**src/rtl/skin_detect.sv**
```systemverilog
// RGB to BT.601 YUV conversion with a U/V skin window test and causal horizontal smoothing.
// Every output, including the delay-matched RGB and control, appears exactly four clocks after its input.
module skin_detect #(
    parameter int unsigned U_MIN  = 77,
    parameter int unsigned U_MAX  = 127,
    parameter int unsigned V_MIN  = 133,
    parameter int unsigned V_MAX  = 173,
    parameter int unsigned WIN    = 5,
    parameter int unsigned THRESH = 3
) (
    input  logic       clk,
    input  logic       rst,
    input  logic [7:0] in_r,
    input  logic [7:0] in_g,
    input  logic [7:0] in_b,
    input  logic [2:0] in_c,
    output logic [7:0] out_r,
    output logic [7:0] out_g,
    output logic [7:0] out_b,
    output logic [7:0] out_y,
    output logic [7:0] out_u,
    output logic [7:0] out_v,
    output logic       out_skin,
    output logic [2:0] out_c
);

    localparam logic [7:0] U_LO = 8'(U_MIN);
    localparam logic [7:0] U_HI = 8'(U_MAX);
    localparam logic [7:0] V_LO = 8'(V_MIN);
    localparam logic [7:0] V_HI = 8'(V_MAX);
    localparam logic [3:0] THR  = 4'(THRESH);

    function automatic logic [7:0] clamp8(input logic signed [18:0] x);
        logic [7:0] res;
        if (x < 19'sd0) begin
            res = 8'd0;
        end else if (x > 19'sd255) begin
            res = 8'd255;
        end else begin
            res = x[7:0];
        end
        return res;
    endfunction

    logic signed [16:0] prod_d [0:8];
    logic signed [16:0] prod_q [0:8];
    logic [26:0]        dl_d   [0:3];
    logic [26:0]        dl_q   [0:3];
    logic [7:0]         y2_d, u2_d, v2_d, y2_q, u2_q, v2_q;
    logic [7:0]         y3_d, u3_d, v3_d, y3_q, u3_q, v3_q;
    logic [7:0]         y4_d, u4_d, v4_d, y4_q, u4_q, v4_q;
    logic               raw_d, raw_q;
    logic [WIN-1:0]     win_d, win_q;
    logic [WIN:0]       win_ext_s;
    logic [3:0]         cnt_d, cnt_q;
    logic               skin_d, skin_q;
    logic               de_s3;
    logic signed [16:0] r_s, g_s, b_s;
    logic signed [18:0] sum_y_s, sum_u_s, sum_v_s;

    // Stage 1 products and the RGB/control delay line.
    always_comb begin
        r_s = signed'({9'd0, in_r});
        g_s = signed'({9'd0, in_g});
        b_s = signed'({9'd0, in_b});
        prod_d[0] = 17'sd66 * r_s;
        prod_d[1] = 17'sd129 * g_s;
        prod_d[2] = 17'sd25 * b_s;
        prod_d[3] = -17'sd38 * r_s;
        prod_d[4] = -17'sd74 * g_s;
        prod_d[5] = 17'sd112 * b_s;
        prod_d[6] = 17'sd112 * r_s;
        prod_d[7] = -17'sd94 * g_s;
        prod_d[8] = -17'sd18 * b_s;
        dl_d[0] = {in_r, in_g, in_b, in_c};
        dl_d[1] = dl_q[0];
        dl_d[2] = dl_q[1];
        dl_d[3] = dl_q[2];
    end

    // Stage 2 rounding sums, floor shift, offset and clamp.
    always_comb begin
        sum_y_s = prod_q[0] + prod_q[1] + prod_q[2] + 19'sd128;
        sum_u_s = prod_q[3] + prod_q[4] + prod_q[5] + 19'sd128;
        sum_v_s = prod_q[6] + prod_q[7] + prod_q[8] + 19'sd128;
        y2_d = clamp8((sum_y_s >>> 8) + 19'sd16);
        u2_d = clamp8((sum_u_s >>> 8) + 19'sd128);
        v2_d = clamp8((sum_v_s >>> 8) + 19'sd128);
    end

    // Stage 3 raw classification; only pixels with de set can be skin.
    always_comb begin
        y3_d  = y2_q;
        u3_d  = u2_q;
        v3_d  = v2_q;
        raw_d = dl_q[1][0] & (u2_q >= U_LO) & (u2_q <= U_HI) & (v2_q >= V_LO) & (v2_q <= V_HI);
    end

    // Stage 4 sliding window; a de-low pixel clears the window instead of entering it.
    always_comb begin
        de_s3     = dl_q[2][0];
        y4_d      = y3_q;
        u4_d      = u3_q;
        v4_d      = v3_q;
        win_ext_s = {win_q, raw_q};
        if (de_s3) begin
            win_d  = win_ext_s[WIN-1:0];
            cnt_d  = cnt_q + {3'd0, raw_q} - {3'd0, win_q[WIN-1]};
            skin_d = (cnt_d >= THR);
        end else begin
            win_d  = '0;
            cnt_d  = 4'd0;
            skin_d = 1'b0;
        end
    end

    // Pipeline registers with synchronous reset.
    always_ff @(posedge clk) begin
        if (rst) begin
            for (int i = 0; i < 9; i++) prod_q[i] <= 17'sd0;
            for (int i = 0; i < 4; i++) dl_q[i] <= 27'd0;
            y2_q <= 8'd0; u2_q <= 8'd0; v2_q <= 8'd0;
            y3_q <= 8'd0; u3_q <= 8'd0; v3_q <= 8'd0;
            y4_q <= 8'd0; u4_q <= 8'd0; v4_q <= 8'd0;
            raw_q  <= 1'b0;
            win_q  <= '0;
            cnt_q  <= 4'd0;
            skin_q <= 1'b0;
        end else begin
            for (int i = 0; i < 9; i++) prod_q[i] <= prod_d[i];
            for (int i = 0; i < 4; i++) dl_q[i] <= dl_d[i];
            y2_q <= y2_d; u2_q <= u2_d; v2_q <= v2_d;
            y3_q <= y3_d; u3_q <= u3_d; v3_q <= v3_d;
            y4_q <= y4_d; u4_q <= u4_d; v4_q <= v4_d;
            raw_q  <= raw_d;
            win_q  <= win_d;
            cnt_q  <= cnt_d;
            skin_q <= skin_d;
        end
    end

    assign out_r    = dl_q[3][26:19];
    assign out_g    = dl_q[3][18:11];
    assign out_b    = dl_q[3][10:3];
    assign out_c    = dl_q[3][2:0];
    assign out_y    = y4_q;
    assign out_u    = u4_q;
    assign out_v    = v4_q;
    assign out_skin = skin_q;

endmodule
```
**config.mk**
```make
export PLATFORM = sky130hd
export DESIGN_NAME = skin_detect
export DESIGN_NICKNAME = d
export VERILOG_FILES = /design/src/rtl/skin_detect.sv
export SDC_FILE = /design/constraint.sdc
export NUM_CORES = 1
export LEC_CHECK = 0
export ABC_AREA = 0
export BUFFER_PORTS_ARGS = -buffer_cell sky130_fd_sc_hd__buf_2
export CORE_ASPECT_RATIO = 0.75
export CORE_UTILIZATION = 56
export DETAILED_ROUTE_END_ITERATION = 8
export PLACE_DENSITY = 0.79
export SETUP_SLACK_MARGIN = 0.3
export SLEW_MARGIN = 20
export SYNTH_ARGS = -nofsm -noshare
export SYNTH_HDL_FRONTEND = slang
export SYNTH_SLANG_ARGS = --single-unit
```
**constraint.sdc**
```tcl
create_clock -name clk -period 3.8 [get_ports clk]
set_input_delay 0.19 -clock clk [delete_from_list [all_inputs] [get_ports clk]]
set_output_delay 0.19 -clock clk [all_outputs]
set_load 0.02 [all_outputs]
```
# Word level (Yosys, flattened, before mapping)
# Memory sizes are Yosys's and may differ from the RTL's.
# Index checks and enable logic that the tools add are counted.
[classes] order_cmp=11 addsub=14 shift=0 div=0 bitwise_logic=18 n_eq_ne=0 mul=9 n_mux=19 n_reduce_logical=4
[op_table] cell="17-bit 2-to-1 mux" count=9
[op_table] cell="27-bit 2-to-1 mux" count=4
[op_table] cell="18-bit by 17-bit adder with 19-bit output" count=3
[op_table] cell="19-bit by 9-bit adder with 19-bit output (second input constant)" count=3
[op_table] cell="17-bit by 17-bit adder with 18-bit output" count=3
[op_table] cell="12-bit by 9-bit > comparator with 1-bit output (second input constant)" count=3
[op_table] cell="12-bit by 1-bit < comparator with 1-bit output (second input constant)" count=3
[op_table] cell="7-bit by 9-bit multiplier with 16-bit output (first input constant)" count=2
[op_table] cell="11-bit by 9-bit adder with 12-bit output (second input constant)" count=2
[op_table] cell="8-bit 2-to-1 mux" count=3
[op_table] cell="3-bit by 8-bit multiplier with 11-bit output (first input constant)" count=2
[op_table] cell="8-bit by 8-bit multiplier with 16-bit output (first input constant)" count=1
[op_table] cell="6-bit by 9-bit multiplier with 15-bit output (first input constant)" count=1
[op_table] cell="5-bit by 9-bit multiplier with 14-bit output (first input constant)" count=1
[op_table] cell="6-bit by 8-bit multiplier with 14-bit output (first input constant)" count=1
[op_table] cell="5-bit by 8-bit multiplier with 13-bit output (first input constant)" count=1
[op_table] cell="1-bit bitwise OR" count=13
[op_table] cell="11-bit by 6-bit adder with 12-bit output (second input constant)" count=1
[op_table] cell="8-bit by 7-bit greater-or-equal comparator with 1-bit output (second input constant)" count=1
[op_table] cell="8-bit greater-or-equal comparator (second input constant)" count=1
[op_table] cell="8-bit by 7-bit less-or-equal comparator with 1-bit output (second input constant)" count=1
[op_table] cell="8-bit less-or-equal comparator (second input constant)" count=1
[op_table] cell="2-bit OR reduction" count=4
[op_table] cell="4-bit by 1-bit adder with 4-bit output" count=1
[op_table] cell="5 further kinds" count=10
[totals] inputBits=29 mem_bits_ro=0 memories=2 latch_bits=0 mem_bits_rw=261 wordCells=90 ff_bits=83
[memory_table] memory="prod_q" depth=9 width=17 read_ports=9 rd_clocked_by_memory_dff=0 wr=9 line="46" text="logic signed [16:0] prod_q [0:8];"
[memory_table] memory="dl_q" depth=4 width=27 read_ports=4 rd_clocked_by_memory_dff=0 wr=4 line="48" text="logic [26:0] dl_q [0:3];"

# Logic depth before layout (Yosys ltp)
# Gate-level depths: netlist (run 1).
# An unclocked memory read counts as a cell.
[depth] word_depth=7 mapped_depth=20

# Worst setup path after synthesis (run 1)
# OpenSTA, ideal clock, no wires.
[synth_path] path_kind="reg2reg" start="mem dl_q[0][3]" end="reg u2_q[6]" arrival_ns=3.830 path_slack_ns=-0.109 stages_incl_launch_ff=18 setup_time_ns=0.079 cell_sequence="dfxtp_1 -> inv_1 -> fa_1 -> inv_1 -> ha_1 -> ha_1 -> and4_1 -> a41oi_2 -> nand2_2 -> a311o_4 -> o21ai_2 -> xnor2_1 -> ha_1 -> inv_1 -> and4_1 -> a221oi_1 -> o2111ai_2 -> o211ai_1"
[synth_rtl] element="from (decl)" line="48"
[synth_rtl] element="to (signal assigned)" line="132" text="y2_q <= y2_d; u2_q <= u2_d; v2_q <= v2_d;"
[synth_rtl] element="to (decl)" line="49" text="logic [7:0] y2_d, u2_d, v2_d, y2_q, u2_q, v2_q;"

==> results of run 1 <==
==> final cells by class <==
type	count	area, um^2	area share, %
Clock buffer	34	763	3.77
Tap cell	392	490	2.42
Sequential cell	291	5840	28.8
Timing Repair Buffer	171	1140	5.64
Clock inverter	16	208	1.03
Multi-Input combinational cell	1110	10700	53.1
Inverter	281	1060	5.23
==> layer usage <==
layer | vias to the layer above | track usage (%) | part of all wire (%)
met5 | - | 0 | 0.036
met4 | 2 | 8.23 | 3.0
met3 | 80 | 4.01 | 5.5
met2 | 303 | 38.8 | 46
met1 | 5658 | 33.7 | 46
li1 | 5866 | - | -
==> kinds of logic after synthesis <==
family                   Yosys count
adder cells (fa/ha/maj)          393
XOR/XNOR                          84
buffers and inverters            315
AND/OR/NAND/NOR                  419
flip-flops                       291
AO/OA/AOI/OAI                    213
==> worst paths after layout <==
path	start	endpoint	slack [ps]
setup / recovery	dl_q[0][3]	u2_q[0]	30
hold / removal	in_r[1]	dl_q[0][20]	30
setup reg to reg	dl_q[0][3]	u2_q[0]	30
hold reg to reg	dl_q[1][22]	dl_q[2][22]	430
==> registers in the layout, indices dropped and copies added, names as in the netlist, 4 cells and up <==
name and count:
out_y 8, u3_q 8, cnt_q 4, y2_q 8
prod_q 100, out_v 8, u2_q 8, v3_q 8
win_q 5, out_u 8, dl_q 108, v2_q 8
y3_q 8
==> cell usage after synthesis, drive strengths merged, types with 2 or more instances <==
| library cell | n |
|---|---|
| o221ai | 2 |
| o211ai | 9 |
| a221oi | 2 |
| nor3b | 2 |
| inv | 281 |
| nor3 | 24 |
| clkbuf | 32 |
| a21o | 23 |
| a21oi | 78 |
| dfxtp | 291 |
| nand3b | 3 |
| o2111ai | 2 |
| and4 | 4 |
| a211o | 2 |
| and2 | 10 |
| xnor2 | 60 |
| o21bai | 15 |
| nor2b | 165 |
| and3 | 3 |
| nand4 | 4 |
| nand3 | 12 |
| o21a | 8 |
| fa | 99 |
| a21boi | 5 |
| o41ai | 2 |
| nor2 | 129 |
| nor4b | 3 |
| buf | 2 |
| xor2 | 24 |
| o21ai | 36 |
| a211oi | 5 |
| nor4 | 6 |
| ha | 294 |
| a31oi | 7 |
| o31ai | 4 |
| or4 | 2 |
| or3 | 3 |
| nand2b | 9 |
| nand2 | 37 |
==> power groups by stage <==
stage / sequential [mW] / combinational, mW / clock [mW]
floorplan: 3.76 / 4.45 / 0
global placement: 3.80 / 5.97 / 0
detailed placement: 3.82 / 6.16 / 0
CTS: 3.75 / 6.57 / 2.95
global route: 3.80 / 8.00 / 3.10
finish: 3.76 / 7.30 / 2.91
==> critical path: stages (launching register included) <==
cell and delay (ps):
dfxtp_2 340, inv_2 50, fa_1 530, inv_1 50, ha_1 290, ha_1 280
and4_1 180, a41oi_2 210, nand2_2 90, a311o_4 350, o21ai_4 140, xnor2_2 160
ha_4 210, nand2_2 60, a211o_1 310, o21a_1 140, o221a_1 270
==> timing repair <==
| item | in CTS | in global routing |
|---|---|---|
| endpoints found under the setup margin | 24 | 26 |
| cloned | 1 | 0 |
| hold buffers | 9 | 0 |
| resized for setup | 40 | 68 |
| pin swaps | 36 | 52 |
| hold endpoints to repair | 9 | 0 |
| setup buffers | 7 | 9 |
==> layout by cell type, fill, tap and decap left out, types with 12 or more instances in the layout <==
cell / instances
dfxtp_1: 278
ha_1: 263
inv_1: 261
nor2b_1: 163
nor2_1: 129
fa_1: 96
buf_2: 79
buf_4: 77
a21oi_1: 64
xnor2_1: 58
nand2_1: 34
ha_4: 30
clkbuf_16: 28
o21ai_0: 25
a21o_1: 22
xor2_1: 22
nor3_1: 20
inv_2: 18
o21bai_1: 14
dfxtp_2: 13
a21oi_2: 12
==> impl_metrics.py, run 1 <==
metrics = {
    "yosys": {
        "ys_top_cells_by_area": "dfxtp_1 (34%), ha_1 (22%), fa_1 (12%)",
        "synth.distinct_cells": 65,
        "synthAdderAreaFrac_pct": 33.3,
        "synth-xor-area-share_pct": 4.32,
        "synth_compound_area_share_pct": 8.20,
        "async_reset_ff_share_pct": 0,
        "synth_seq_cells": 291,
        "synth-edff-count": 0,
        "synth_top_cell_by_area": "dfxtp_1",
        "yosys_most_used_dff": "dfxtp_1",
        "synth_top_family_by_area": "adder cells",
        "synthMuxAreaShare_pct": 0,
        "synth.net_count": 2137,
        "synth_top_area_share_pct": 34.2,
        "synth_warnings": 0,
        "syn_area_um2": 17000,
        "synth.avg_cell_area_um2": 9.92,
        "synth_simple_gate_area_share_pct": 13.0,
        "yosysSeqAreaShare_pct": 34.2,
        "synth_cells": 1715,
    },
    "sta": {
        "fmax_mhz": 266,
        "fin_worst_skew_ps": 11.3,
        "grt_setup_unrepaired": "true",
        "slew_viol_final": 0,
        "maxSlewHeadroom_pct": 53.0,
        "final_hold_viol_count": 0,
        "worst_slew_pin_slew_ps": 706,
        "worst_slack_ps": 34.0,
        "final.min_clock_period_ps": 3770,
        "setup_tns_ps": 0,
        "fin_crit_sh_pct": 99.1,
        "whs_ps": 26.5,
        "finalSetupViolCount": 0,
    },
    "cells_and_area": {
        "n_fill_cell": 2168,
        "area_delta_synth_final_pct": 19.0,
        "layout.nets": 2305,
        "final_core_util_pct": 68.7,
        "drive_gt1_share_pct": 17.9,
        "final_cells": 2295,
        "final_design_area_no_fill_um2": 20300,
        "antenna_cells": 0,
    },
    "routing": {
        "first_pass_iters": 5,
        "drc_errors": 0,
        "routed_wl_mm": 38.4,
        "vias": 11909,
        "ant_nets": 0,
        "first_iter_violations": 621,
        "via_per_inst": 5.19,
        "avgRoutedWirePerCell_um": 16.7,
    },
    "global_routing": {
        "grt_pass1_wl_mm": 60.4,
        "grt_overflow": 0,
        "grt_usage_pct": 24.4,
        "antenna_found_initial": 2,
        "grt_pass1_vias": 12178,
        "grt_max_degree": 109,
    },
    "setup_path": {
        "rr_worst_depth": 16,
        "critPathLaunchType": "register",
        "cp.required_ps": 4240,
        "path_max_fanout": 5,
        "cp.arrival_ps": 4210,
        "critPathKind": "reg2reg",
        "cp-end-kind": "register",
    },
    "power_and_ir_drop": {
        "ir_drop_uv": 337,
        "switching_share_pct": 38.6,
        "power.leakage_nw": 9.91,
        "intPower_mw": 8.57,
        "power_frac_comb_pct": 52.3,
        "power.density_nw_per_um2": 690,
        "seq_power_share_pct": 26.9,
        "power_mw": 14.0,
        "p_clk_share_pct": 20.8,
        "p_switching_mw": 5.40,
    },
    "die": {
        "die_w_um": 203,
        "ios": 81,
        "initial_core_util_pct": 57.8,
        "placeableCoreArea_um2": 29500,
        "rows": 54,
        "dieArea_um2": 31100,
        "die_h_um": 153,
    },
    "clocking": {
        "cts_root_buffer": "clkbuf_16",
        "cts_tree": "built",
        "path_clk_slew_ps": 70,
        "worstSkewPairLatency_ps": 560,
        "cts.htree.levels": 1,
        "cts.sinks": 291,
        "clock_path_buffers": 3,
        "cts_buffers": 28,
    },
    "min_path": {
        "holdPathStages": 3,
        "hp-class": "in2reg",
    },
    "place": {
        "pre_cts_ws_ps": -99.7,
        "dp_hpwl_mm": 29.1,
        "place_area_um2": 18500,
        "dp_cells": 2219,
        "port_buffers": 80,
        "place.gp.congestion": 0.937,
    },
    "job": {
        "drv_cap": 0,
    },
    "status": {
        "status": "complete, no violations",
    },
}
Note: power is estimated with default switching activity, not from simulation.
==> run 2: changes to the inputs <==
- CORE_UTILIZATION: 56 -> 58
- CTS_BUF_LIST: default -> sky130_fd_sc_hd__clkbuf_8
- PLACE_DENSITY: 0.79 -> 0.81
==> run 2 against run 1 <==
  * The flow now finishes with violations (negative setup slack)
  * Sequential power about the same
  * Maximum frequency down 6.3%
  * Global-route usage up 2.8 points
  * Combinational power up 6.2%
  * Non-clock buffer count up 51
  * Final area up 2.7%
  * Clock skew up 14 ps
  * Wire length up 9.3%
  * Sequential cell count unchanged
  * Via count up 6.2%
==> impl_metrics.py, run 2 (same netlist as run 1, synthesis figures left out) <==
metrics = {
    "sta": {
        "maxSlewHeadroom_pct": 41.1,
        "worst_slew_pin_slew_ps": 884,
        "final.min_clock_period_ps": 4020,
        "setup_tns_ps": -1250,
        "worst_slack_ps": -218,
        "finalSetupViolCount": 8,
        "fmax_mhz": 249,
        "grt_setup_unrepaired": "true",
        "slew_viol_final": 0,
        "final_hold_viol_count": 0,
        "fin_crit_sh_pct": 106,
        "fin_worst_skew_ps": 25.7,
    },
    "routing": {
        "first_iter_violations": 879,
        "avgRoutedWirePerCell_um": 17.7,
        "via_per_inst": 5.34,
        "drc_errors": 0,
        "first_pass_iters": 5,
        "vias": 12650,
        "routed_wl_mm": 41.9,
        "ant_nets": 0,
    },
    "cells_and_area": {
        "layout_common_cells": "dfxtp_1 (277), inv_1 (272), ha_1 (257)",
        "regMostFlops": "dl_q",
        "n_fill_cell": 1847,
        "layout.nets": 2372,
        "largest_reg_flops": 108,
        "final_design_area_no_fill_um2": 20800,
        "mostFrequentLayoutCell": "dfxtp_1",
        "area_delta_synth_final_pct": 22.3,
        "drive_gt1_share_pct": 21.5,
        "reg_top3": "dl_q (108), prod_q (100)",
        "final_core_util_pct": 73.1,
        "final_cells": 2368,
    },
    "clocking": {
        "cts_buffers": 45,
        "worstSkewPairLatency_ps": 580,
        "cts.sinks": 291,
        "cts_root_buffer": "clkbuf_8",
        "clock_path_buffers": 3,
        "cts.htree.levels": 2,
        "path_clk_slew_ps": 70,
        "cts_tree": "built",
    },
    "setup_path": {
        "cp.arrival_ps": 4510,
        "reg2reg_to": "u2_q[4]",
        "cp.required_ps": 4290,
        "critPathLaunchType": "register",
        "reg2reg_slack_ps": -220,
        "path_max_fanout": 6,
        "crit_top_cell": "ha_4",
        "crit_path_start": "prod_q[0][56]",
        "rr_worst_depth": 17,
        "slowest_stage": "fa_1",
        "critPathKind": "reg2reg",
        "crit-reg2reg-launch": "prod_q[0][56]",
        "critPathCapture": "u2_q[4]",
        "max_stage_delay_ps": 540,
        "cp-end-kind": "register",
        "crit_chain": "inv_1 > fa_1 > inv_1 > ha_4 > ha_4 > and4_1 > a41oi_2 > nand2_2 > a311o_4 > o21ai_4 > xnor2_2 > ha_4 > inv_2 > and4_4 > a221oi_2 > o2111ai_2 > o211ai_1",
    },
    "place": {
        "port_buffers": 80,
        "dp_cells": 2224,
        "place.gp.congestion": 0.916,
        "pre_cts_ws_ps": -121,
        "place_area_um2": 18600,
        "dp_hpwl_mm": 29.3,
    },
    "power_and_ir_drop": {
        "power.density_nw_per_um2": 686,
        "ir_drop_uv": 391,
        "power.leakage_nw": 10.2,
    },
    "status": {
        "violations": "negative setup slack",
        "status": "complete, but fails checks",
    },
    "global_routing": {
        "grt_max_degree": 136,
        "grt_pass1_vias": 12468,
        "antenna_found_initial": 1,
        "grt_overflow": 0,
        "grt_pass1_wl_mm": 63.3,
        "grt_usage_pct": 27.2,
    },
    "die": {
        "die_w_um": 200,
        "dieArea_um2": 30000,
        "placeableCoreArea_um2": 28400,
        "rows": 53,
        "die_h_um": 150,
        "ios": 81,
        "initial_core_util_pct": 59.8,
    },
    "job": {
        "drv_cap": 0,
    },
    "min_path": {
        "hp-class": "in2reg",
    },
}
-- run 2: stage by stage --
step / power, mW / hold slack, ps
global route: 15.1 / 29.6
CTS: 13.4 / 0.840
finish: 14.3 / 21.1
floorplan: 8.21 / 313
detailed placement: 10.0 / 407
global placement: 9.74 / 409
-- run 2: repair_timing --
| item | 4_1_cts | 5_1_grt |
|---|---|---|
| gates cloned | 0 | 0 |
| gates resized for setup | 74 | 92 |
| hold buffers | 9 | 0 |
| endpoints found under the hold margin | 9 | 0 |
| buffers inserted | 41 | 14 |
| endpoints found under the setup margin | 24 | 32 |
| pin swaps | 52 | 53 |
-- run 2: critical path: cells and delay by family (launching register included) --
kind	cells	cell delay, ps
buffers and inverters	3	210
xor gates and xnor gates	1	160
DFF	1	310
AOI/OAI and AO/OA	6	1480
adders and majority gates	4	1260
and+or+nand+nor	3	520
-- run 2: worst min path at each step --
stage / start / end / cells after the start
after global routing: in_g[4] / dl_q[0][15] / 4
final: in_g[4] / dl_q[0][15] / 4
after CTS: in_g[4] / dl_q[0][15] / 4
after floorplan: in_g[2] / dl_q[0][13] / 2
after global placement: in_c[2] / dl_q[0][2] / 2
after detailed placement: in_c[2] / dl_q[0][2] / 2
-- run 2: area by class of cell --
class	count	area (um^2)	share of cell area [%]
multi-input cells	1109	10800	52.1
diodes	1	2.50	0.0120
well taps	385	482	2.32
clock buffers	53	729	3.51
clock inverters	26	208	0.998
flip-flops and latches	291	5850	28.1
inverters	281	1060	5.08
repair buffers	222	1640	7.90
-- run 2: power breakdown --
part | internal, mW | switching [mW]
clock | 1.48 | 1.25
sequential | 3.54 | 0.242
combinational | 3.54 | 4.21
-- run 2: per-layer routing --
layer | GRT usage [%] | up-vias | part of all wire, %
li1 | - | 6011 | -
met5 | 0 | - | 0
met3 | 3.65 | 114 | 6.2
met2 | 44.5 | 396 | 46
met4 | 7.40 | 0 | 3.3
met1 | 37.8 | 6129 | 44
